--- config.mk ---
export PLATFORM = sky130hd
export DESIGN_NAME = rate_detector
export DESIGN_NICKNAME = d
export VERILOG_FILES = /design/src/rtl/rate_detector_pkg.sv /design/src/rtl/rate_detector_period_meter.sv /design/src/rtl/rate_detector.sv
export SDC_FILE = /design/constraint.sdc
export NUM_CORES = 1
export LEC_CHECK = 0
export CAP_MARGIN = 20
export CORE_MARGIN = 3
export CORE_UTILIZATION = 60
export DETAILED_ROUTE_END_ITERATION = 8
export PLACE_DENSITY = 0.81
export REMOVE_ABC_BUFFERS = 1
export SLEW_MARGIN = 15
export SYNTH_ARGS = -nofsm -noshare
export SYNTH_HDL_FRONTEND = slang
export SYNTH_SLANG_ARGS = --single-unit
--- constraint.sdc ---
create_clock -name clock -period 6 [get_ports clock]
set_input_delay 1.8 -clock clock [delete_from_list [all_inputs] [get_ports clock]]
set_output_delay 1.8 -clock clock [all_outputs]
set_load 0.02 [all_outputs]
--- src/rtl/rate_detector_pkg.sv ---
// Shared definitions for the strobe-rate detector: parameter defaults,
// FSM state encoding and the classifier result record.
package rate_detector_pkg;

  localparam int unsigned NB_SW_DEF      = 3;
  localparam int unsigned NB_COUNTER_DEF = 8;
  localparam int unsigned R0_DEF         = 15;
  localparam int unsigned R1_DEF         = 7;
  localparam int unsigned R2_DEF         = 3;
  localparam int unsigned R3_DEF         = 1;
  localparam int unsigned TOL_DEF        = 0;
  localparam int unsigned LOCK_CNT_DEF   = 3;

  typedef enum logic [1:0] {
    IDLE    = 2'd0,
    MEASURE = 2'd1,
    LOCKED  = 2'd2
  } state_t;

  // Result of classifying one strobe interval against R0..R3.
  typedef struct packed {
    logic       hit;
    logic [1:0] code;
  } class_t;

endpackage

--- src/rtl/rate_detector_period_meter.sv ---
// Saturating strobe-interval meter.
// Ports:
//   clock    in   system clock
//   i_reset  in   asynchronous active-low reset
//   i_valid  in   strobe under test
//   meter    out  cycles since the last strobe (1 on the cycle after a strobe),
//                 saturating at all-ones; its value on a strobe cycle is the interval
module rate_detector_period_meter
  import rate_detector_pkg::*;
#(
  parameter int unsigned NB_METER = NB_COUNTER_DEF + 1
) (
  input  logic                clock,
  input  logic                i_reset,
  input  logic                i_valid,
  output logic [NB_METER-1:0] meter
);

  // Restart on every strobe, otherwise count up and hold at the top.
  always_ff @(posedge clock or negedge i_reset) begin
    if (!i_reset) begin
      meter <= '0;
    end else if (i_valid) begin
      meter <= NB_METER'(1);
    end else if (meter != '1) begin
      meter <= meter + NB_METER'(1);
    end
  end

endmodule

--- src/rtl/rate_detector.sv ---
// Recovers the switch code that produced a strobe train by measuring the
// interval between strobes, classifying it against R0..R3 and locking once
// LOCK_CNT consecutive intervals agree.
// Ports:
//   clock     in   system clock
//   i_reset   in   asynchronous active-low reset
//   i_valid   in   strobe train under test
//   o_sw      out  recovered code {sel[1:0], en}; en=1 only while locked
//   o_locked  out  rate stable, o_sw valid
//   o_change  out  one-cycle pulse whenever o_sw changes
//   o_timeout out  one-cycle pulse when strobes stop
module rate_detector
  import rate_detector_pkg::*;
#(
  parameter int unsigned NB_SW      = NB_SW_DEF,
  parameter int unsigned NB_COUNTER = NB_COUNTER_DEF,
  parameter int unsigned R0         = R0_DEF,
  parameter int unsigned R1         = R1_DEF,
  parameter int unsigned R2         = R2_DEF,
  parameter int unsigned R3         = R3_DEF,
  parameter int unsigned TOL        = TOL_DEF,
  parameter int unsigned LOCK_CNT   = LOCK_CNT_DEF
) (
  input  logic             clock,
  input  logic             i_reset,
  input  logic             i_valid,
  output logic [NB_SW-1:0] o_sw,
  output logic             o_locked,
  output logic             o_change,
  output logic             o_timeout
);

  localparam int unsigned NB_METER    = NB_COUNTER + 1;
  localparam int unsigned NB_MATCH    = $clog2(LOCK_CNT + 1);
  localparam int unsigned TIMEOUT_LIM = R0 + 1 + TOL;

  logic [NB_METER-1:0] meter;

  state_t              state, state_n;
  logic [1:0]          last_k, last_k_n;
  logic [NB_MATCH-1:0] match_cnt, match_n;
  logic [NB_SW-1:0]    sw_n;
  logic                locked_n, change_n, timeout_n;
  class_t              cls;

  rate_detector_period_meter #(
    .NB_METER (NB_METER)
  ) u_meter (
    .clock   (clock),
    .i_reset (i_reset),
    .i_valid (i_valid),
    .meter   (meter)
  );

  // Interval -> code; scanning high to low lets the lowest k win on overlap.
  function automatic class_t classify(input logic [NB_METER-1:0] n);
    class_t      res;
    int unsigned nv;
    int unsigned tgt;
    res = '0;
    nv  = 32'(n);
    for (int k = 3; k >= 0; k--) begin
      case (k)
        0:       tgt = R0 + 1;
        1:       tgt = R1 + 1;
        2:       tgt = R2 + 1;
        default: tgt = R3 + 1;
      endcase
      if ((nv + TOL >= tgt) && (nv <= tgt + TOL)) begin
        res.hit  = 1'b1;
        res.code = 2'(k);
      end
    end
    return res;
  endfunction

  // State and registered outputs.
  always_ff @(posedge clock or negedge i_reset) begin
    if (!i_reset) begin
      state     <= IDLE;
      last_k    <= '0;
      match_cnt <= '0;
      o_sw      <= '0;
      o_locked  <= 1'b0;
      o_change  <= 1'b0;
      o_timeout <= 1'b0;
    end else begin
      state     <= state_n;
      last_k    <= last_k_n;
      match_cnt <= match_n;
      o_sw      <= sw_n;
      o_locked  <= locked_n;
      o_change  <= change_n;
      o_timeout <= timeout_n;
    end
  end

  // Next state and next outputs. A strobe always takes priority over timeout.
  always_comb begin
    state_n   = state;
    last_k_n  = last_k;
    match_n   = match_cnt;
    timeout_n = 1'b0;
    cls       = classify(meter);

    case (state)
      IDLE: begin
        // First strobe only starts the meter; no interval to classify yet.
        if (i_valid) begin
          state_n = MEASURE;
          match_n = '0;
        end
      end
      MEASURE, LOCKED: begin
        if (i_valid) begin
          if (!cls.hit) begin
            state_n = MEASURE;
            match_n = '0;
          end else if (cls.code == last_k) begin
            if (state == MEASURE) begin
              match_n = match_cnt + NB_MATCH'(1);
              if (32'(match_n) >= LOCK_CNT) begin
                state_n = LOCKED;
              end
            end
          end else begin
            last_k_n = cls.code;
            match_n  = NB_MATCH'(1);
            state_n  = (LOCK_CNT <= 1) ? LOCKED : MEASURE;
          end
        end else if (32'(meter) > TIMEOUT_LIM) begin
          state_n   = IDLE;
          match_n   = '0;
          timeout_n = 1'b1;
        end
      end
      default: begin
        state_n = IDLE;
        match_n = '0;
      end
    endcase

    locked_n = (state_n == LOCKED);
    sw_n     = locked_n ? NB_SW'({last_k_n, 1'b1}) : '0;
    change_n = (sw_n != o_sw);
  end

endmodule

# After elaboration in Yosys (flattened, before gate mapping)
# Index checks and enable logic that the tools add are counted.
# word_totals
regBits,21
latchBits,0
ram_bits,0
mem_bits_ro,0
output_inout_bits,6
word_cells,66
mem_count,0
# op_classes
addsub,2
mul,0
div_mod_pow,0
order_cmp,10
eq_ne,9
shift,0
muxes,29
bitwise,0
n_reduce_logical,8
# ops
cell,n
2-bit 2-to-1 mux,17
9-bit 2-to-1 mux,2
3-bit 2-to-1 mux,5
9-bit by 1-bit adder with 9-bit output (second input constant),1
9-bit by 2-bit >= comparator with 1-bit output (second input constant),1
9-bit by 3-bit >= comparator with 1-bit output (second input constant),1
9-bit by 4-bit >= comparator with 1-bit output (second input constant),1
9-bit by 5-bit >= comparator with 1-bit output (second input constant),1
9-bit by 5-bit greater-than comparator with 1-bit output (second input constant),1
9-bit by 2-bit <= comparator with 1-bit output (second input constant),1
9-bit by 3-bit <= comparator with 1-bit output (second input constant),1
9-bit by 4-bit <= comparator with 1-bit output (second input constant),1
9-bit by 5-bit <= comparator with 1-bit output (second input constant),1
9-bit inequality test (second input constant),1
2-bit one-hot mux with 2 select lines,2
5-bit inequality test (second input constant),1
2-bit == test (second input constant),2
1-bit logical AND,4
1-bit 2-to-1 mux,3
3-bit inequality test,1
3-bit inequality test (second input constant),1
3-bit AND reduction,1
2-bit by 1-bit adder with 2-bit output (second input constant),1
2-bit by 1-bit == test with 1-bit output (second input constant),1
other kinds (6),6

# Logic depth before layout (Yosys ltp)
# logic_depth
word_depth,14
mapped_depth,9
depth_no_buf,8

# Modules after synthesis
# From an unflattened synthesis, not the netlist that was laid out.
# hier_totals
hier_cells,158
area_unflattened_um2,1441.4
# by_module_without_submodules
module,n_inst,cells_per_inst,area_each_um2,seq_area_each_um2
rate_detector,1,110,954.7,275.3
rate_detector_period_meter,1,48,486.7,225.2

# Least setup slack after synthesis
# No wires, ideal clock.
# synth_path
path_kind,input to register
start,in i_valid
end,reg o_change
setup_time_ns,0.139
t_arrival_ns,2.869
required_ns,5.861
setup_slack_ns,2.992
cell_stages,5
n_path_buf,0
cell_sequence,and4_1 -> a21boi_1 -> or3_1 -> a2111oi_0 -> mux2i_1
# synth_between
elab_chain_len,5
word_cells_on_any_way,8
# synth_lines
element,line,text
from (decl),rate_detector.sv:26,"input logic i_valid,"
"2-bit 2-to-1 mux, on equally long branches","rate_detector.sv:115, rate_detector.sv:109",
2-bit one-hot mux with 2 select lines,rate_detector.sv:106,case (state)
2-bit == test,rate_detector.sv:143,locked_n = (state_n == LOCKED);
3-bit 2-to-1 mux *,rate_detector.sv:144,"sw_n = locked_n ? NB_SW'({last_k_n, 1'b1}) : '0;"
3-bit inequality test *,rate_detector.sv:145,change_n = (sw_n != o_sw);
net change_n,rate_detector.sv:43,"logic locked_n, change_n, timeout_n;"
to (signal assigned),rate_detector.sv:93,o_change <= change_n;
to (decl),rate_detector.sv:29,"output logic o_change,"
# Mark *: on every way through the listed nets, which the timed path passes. The rest lies on a longest branch.
# A chain may end at the register's enable or synchronous reset.

# Worst setup path after layout
# Ends and elaborated chain as after synthesis.

==> impl_metrics.csv <==
group,metric,value,unit
global_route,grt_pass1_vias,988,
global_route,grt_overflow,0,
worst_setup_path,r2r-start,"u_meter.meter[0]$_DFFE_PN0P_",
route,post-route-drc-count,0,
floorplanning,coreArea,2040,um2
logic_synthesis,ys_ff_latch,20,
clock_tree,cts_tree,"built",
hold_path,hold_path_startpoint,"match_cnt[1]$_DFFE_PN0P_",
floorplanning,die_w,53.3,um
clock_tree,clk_pin_slew,0.10,ns
sta,rsz0062_at_grt,"false",
logic_synthesis,synthMuxAreaShare,2.23,%
logic_synthesis,synth-main-ff-cell,"dfrtp_1",
logic_synthesis,synth_area,1340,um2
worst_setup_path,crit_path_end_kind,"flip-flop",
route,wire_per_inst,14.4,um
global_route,grt_start_max_net_pins,21,
logic_synthesis,synth_fa_ha_area_share,6.52,%
sta,period_share,63.2,%
clock_tree,postCtsSetupRepairBufs,0,
job,maxCapViolCount,0,
worst_setup_path,start_kind,"input port",
final_layout,fillerInstances,156,
sta,worstMarginPinSlew,0.886,ns
worst_setup_path,critical_path.max_stage_delay,0.81,ns
worst_setup_path,critPathKind,"input port to flip-flop",
worst_setup_path,cp_num_buf_inv,1,
sta,setup_viol_count_final,0,
final_layout,syn_to_final_growth,6.89,%
power,switching_share,35.1,%
clock_tree,h-tree-depth,1,
clock_tree,hold_buffers,0,
logic_synthesis,synthCells,146,
final_layout,final_common_cell,"dfrtp_1",
logic_synthesis,synth_edf_count,0,
logic_synthesis,synth-simple-area-share,24.2,%
logic_synthesis,synth_top_family_by_area,"simple AND/OR/NAND/NOR gates",
placed_design,gp_congestion,0.919,
power,power_frac_comb,32.1,%
clock_tree,cts_buffers,3,
worst_setup_path,required,6.17,ns
power,peakVddDrop,156,uV
final_layout,drive_above_1_share,8.67,%
clock_tree,cts_resized,0,
route,wirelength,2540,um
sta,finClkSkew,0.00239,ns
power,p_leak,0.640,nW
worst_setup_path,crit_start,"i_valid",
logic_synthesis,synthArstFlopShare,100,%
logic_synthesis,yosysSeqAreaShare,37.2,%
clock_tree,cts-root-buf,"clkbuf_4",
final_layout,final_cell_mix,"20 x dfrtp_1, 17 x nor2_1, 10 x a21oi_1, 9 x inv_1, 9 x nand2_1",
floorplanning,rows,16,
route,vias,1055,
power,powerDensity,237,nW/um2
global_route,antenna_found_initial,0,
logic_synthesis,synth_top_cell_by_area,"dfrtp_1",
route,dr.max_layer_used,"met4",
floorplanning,die_h,53.3,um
logic_synthesis,avgSynthCellArea,9.20,um2
sta,period_needed,3.79,ns
power,pwr-share-seq,50.0,%
final_layout,antenna_cells,0,
clock_tree,cts.sink_count,20,
clock_tree,clock_latency,0.29,ns
sta,slew_headroom,40.8,%
route,first_iter_violations,42,
worst_setup_path,cp_top_family,"buffers and inverters",
logic_synthesis,synth_area_leaders,"dfrtp_1 37%, ha_1 6.5%, nor2_1 4.7%",
route,drtPass1Iterations,4,
clock_tree,cts_buffer_depth,2,
route,antenna_left,0,
final_layout,final_nets,162,
worst_setup_path,critPathArrivalTime,3.96,ns
floorplanning,initial_core_util,65.8,%
route,met2_length,1130,um
power,p_switching,119,uW
sta,finalSetupTns,0,ns
sta,finalHoldViolCount,0,
sta,final_max_slew_viol_count,0,
logic_synthesis,ys_warn_count,0,
logic_synthesis,synth-xor-area-share,3.91,%
power,p_int,221,uW
floorplanning,io_pins,9,
logic_synthesis,yosysUniqueCellTypes,51,
route,wl_met1,1260,um
route,wl_met3,96,um
logic_synthesis,synth_compound_area_share,20.1,%
global_route,grt_pass1_wl,4350,um
power,total_power,341,uW
worst_setup_path,cp_slowest_cell,"clkdlybuf4s50_1",
route,post_drt_via_cell_ratio,5.96,
logic_synthesis,synth_top_cell_area_share,37.2,%
floorplanning,dieArea,2840,um2
power,clockPowerShare,17.9,%
placed_design,dp_hpwl,1910,um
worst_setup_path,path_max_fanout,16,
worst_setup_path,path_cells,"clkdlybuf4s50_1, and4_1, a21boi_1, or3_1, a2111oi_0, mux2i_1",
hold_path,hp-class,"flip-flop to flip-flop",
status,status,"finished, final reports clean",
global_route,gr-usage-all-layers,21.4,%
sta,fmax,264,MHz
placed_design,port_buffers,8,
-- worst reg2reg max path, stage by stage, from the launching register on --
cell	delay (ns)
dfrtp_1	0.49
inv_1	0.09
ha_1	0.18
nor2b_1	0.20
a21oi_1	0.09
o41a_1	0.53
a2111oi_4	0.42
o22ai_2	0.17
mux2i_1	0.16
-- final cells by class --
type | instances | area (um2) | share of cell area (%)
Multi-Input combinational cell | 110 | 766 | 53.3
Clock buffer | 3 | 22.5 | 1.57
Timing Repair Buffer | 8 | 80.1 | 5.57
Inverter | 9 | 33.8 | 2.35
Sequential cell | 20 | 500 | 34.8
Tap cell | 27 | 33.8 | 2.35
-- worst paths after layout --
kind | to | slack (ns) | cells after the start
hold / removal | match_cnt[1]$_DFFE_PN0P_ | 0.53 | 1
setup reg to reg | o_change$_DFF_PN0_ | 3.57 | 8
hold reg to reg | match_cnt[1]$_DFFE_PN0P_ | 0.53 | 1
max in group asynchronous | o_timeout$_DFF_PN0_ | 3.46 | 1
min in group asynchronous | last_k[1]$_DFF_PN0_ | 2.00 | 1
setup / recovery | o_change$_DFF_PN0_ | 2.21 | 6
-- Yosys cell counts, drive strengths merged (2+ instances only) --
library cell and number:
o21ai 6, dfrtp 20, or2 3, clkbuf 2, nor2 17, or4 2, and3 2, nand2 9
inv 9, mux2i 3, ha 7, buf 5, o22ai 3, or3 4, nand4 3, a211oi 2
a21o 2, xor2 4, xnor2 2, nand3 2, a21oi 11, a2111oi 3, nor4 2, a21boi 2
nor2b 6
-- metal layers --
metal	global-route usage (%)	up-vias
li1	-	532
met1	29.4	495
met2	31.2	21
met3	3.94	7
met4	11.9	0
met5	0	-
-- power groups by stage --
stage                     combinational, mW  sequential (mW)  clock [mW]
after floorplan                      0.0863            0.167           0
after global placement                0.102            0.172           0
after detailed placement              0.108            0.173           0
after CTS                             0.108            0.170      0.0646
after global routing                  0.122            0.173      0.0684
final                                 0.109            0.170      0.0608
-- per-stage QoR --
step	hold WS, ns	cell area [um2]	cells	util [%]	setup slack [ns]
after floorplan	0.470	1300	139	-	2.99
after global placement	0.490	1410	174	69.2	2.03
after detailed placement	0.500	1410	174	69.2	1.92
after CTS	0.526	1440	177	70.3	2.23
after global routing	0.556	1440	177	70.3	2.07
final	0.528	1440	177	70.3	2.21
-- kinds of logic after synthesis --
logic type	after synthesis
DFF	20
adders and majority gates	7
xor gates and xnor gates	6
AOI/OAI and AO/OA	36
buffers and inverters	16
and+or+nand+nor	58
muxes	3
-- state kept, by name, indices dropped and copies added, names as in the netlist --
register       count
o_sw               3
state              2
match_cnt          2
u_meter.meter      9
last_k             2
o_timeout          1
o_change           1
Power figures use the tool's default switching activity.
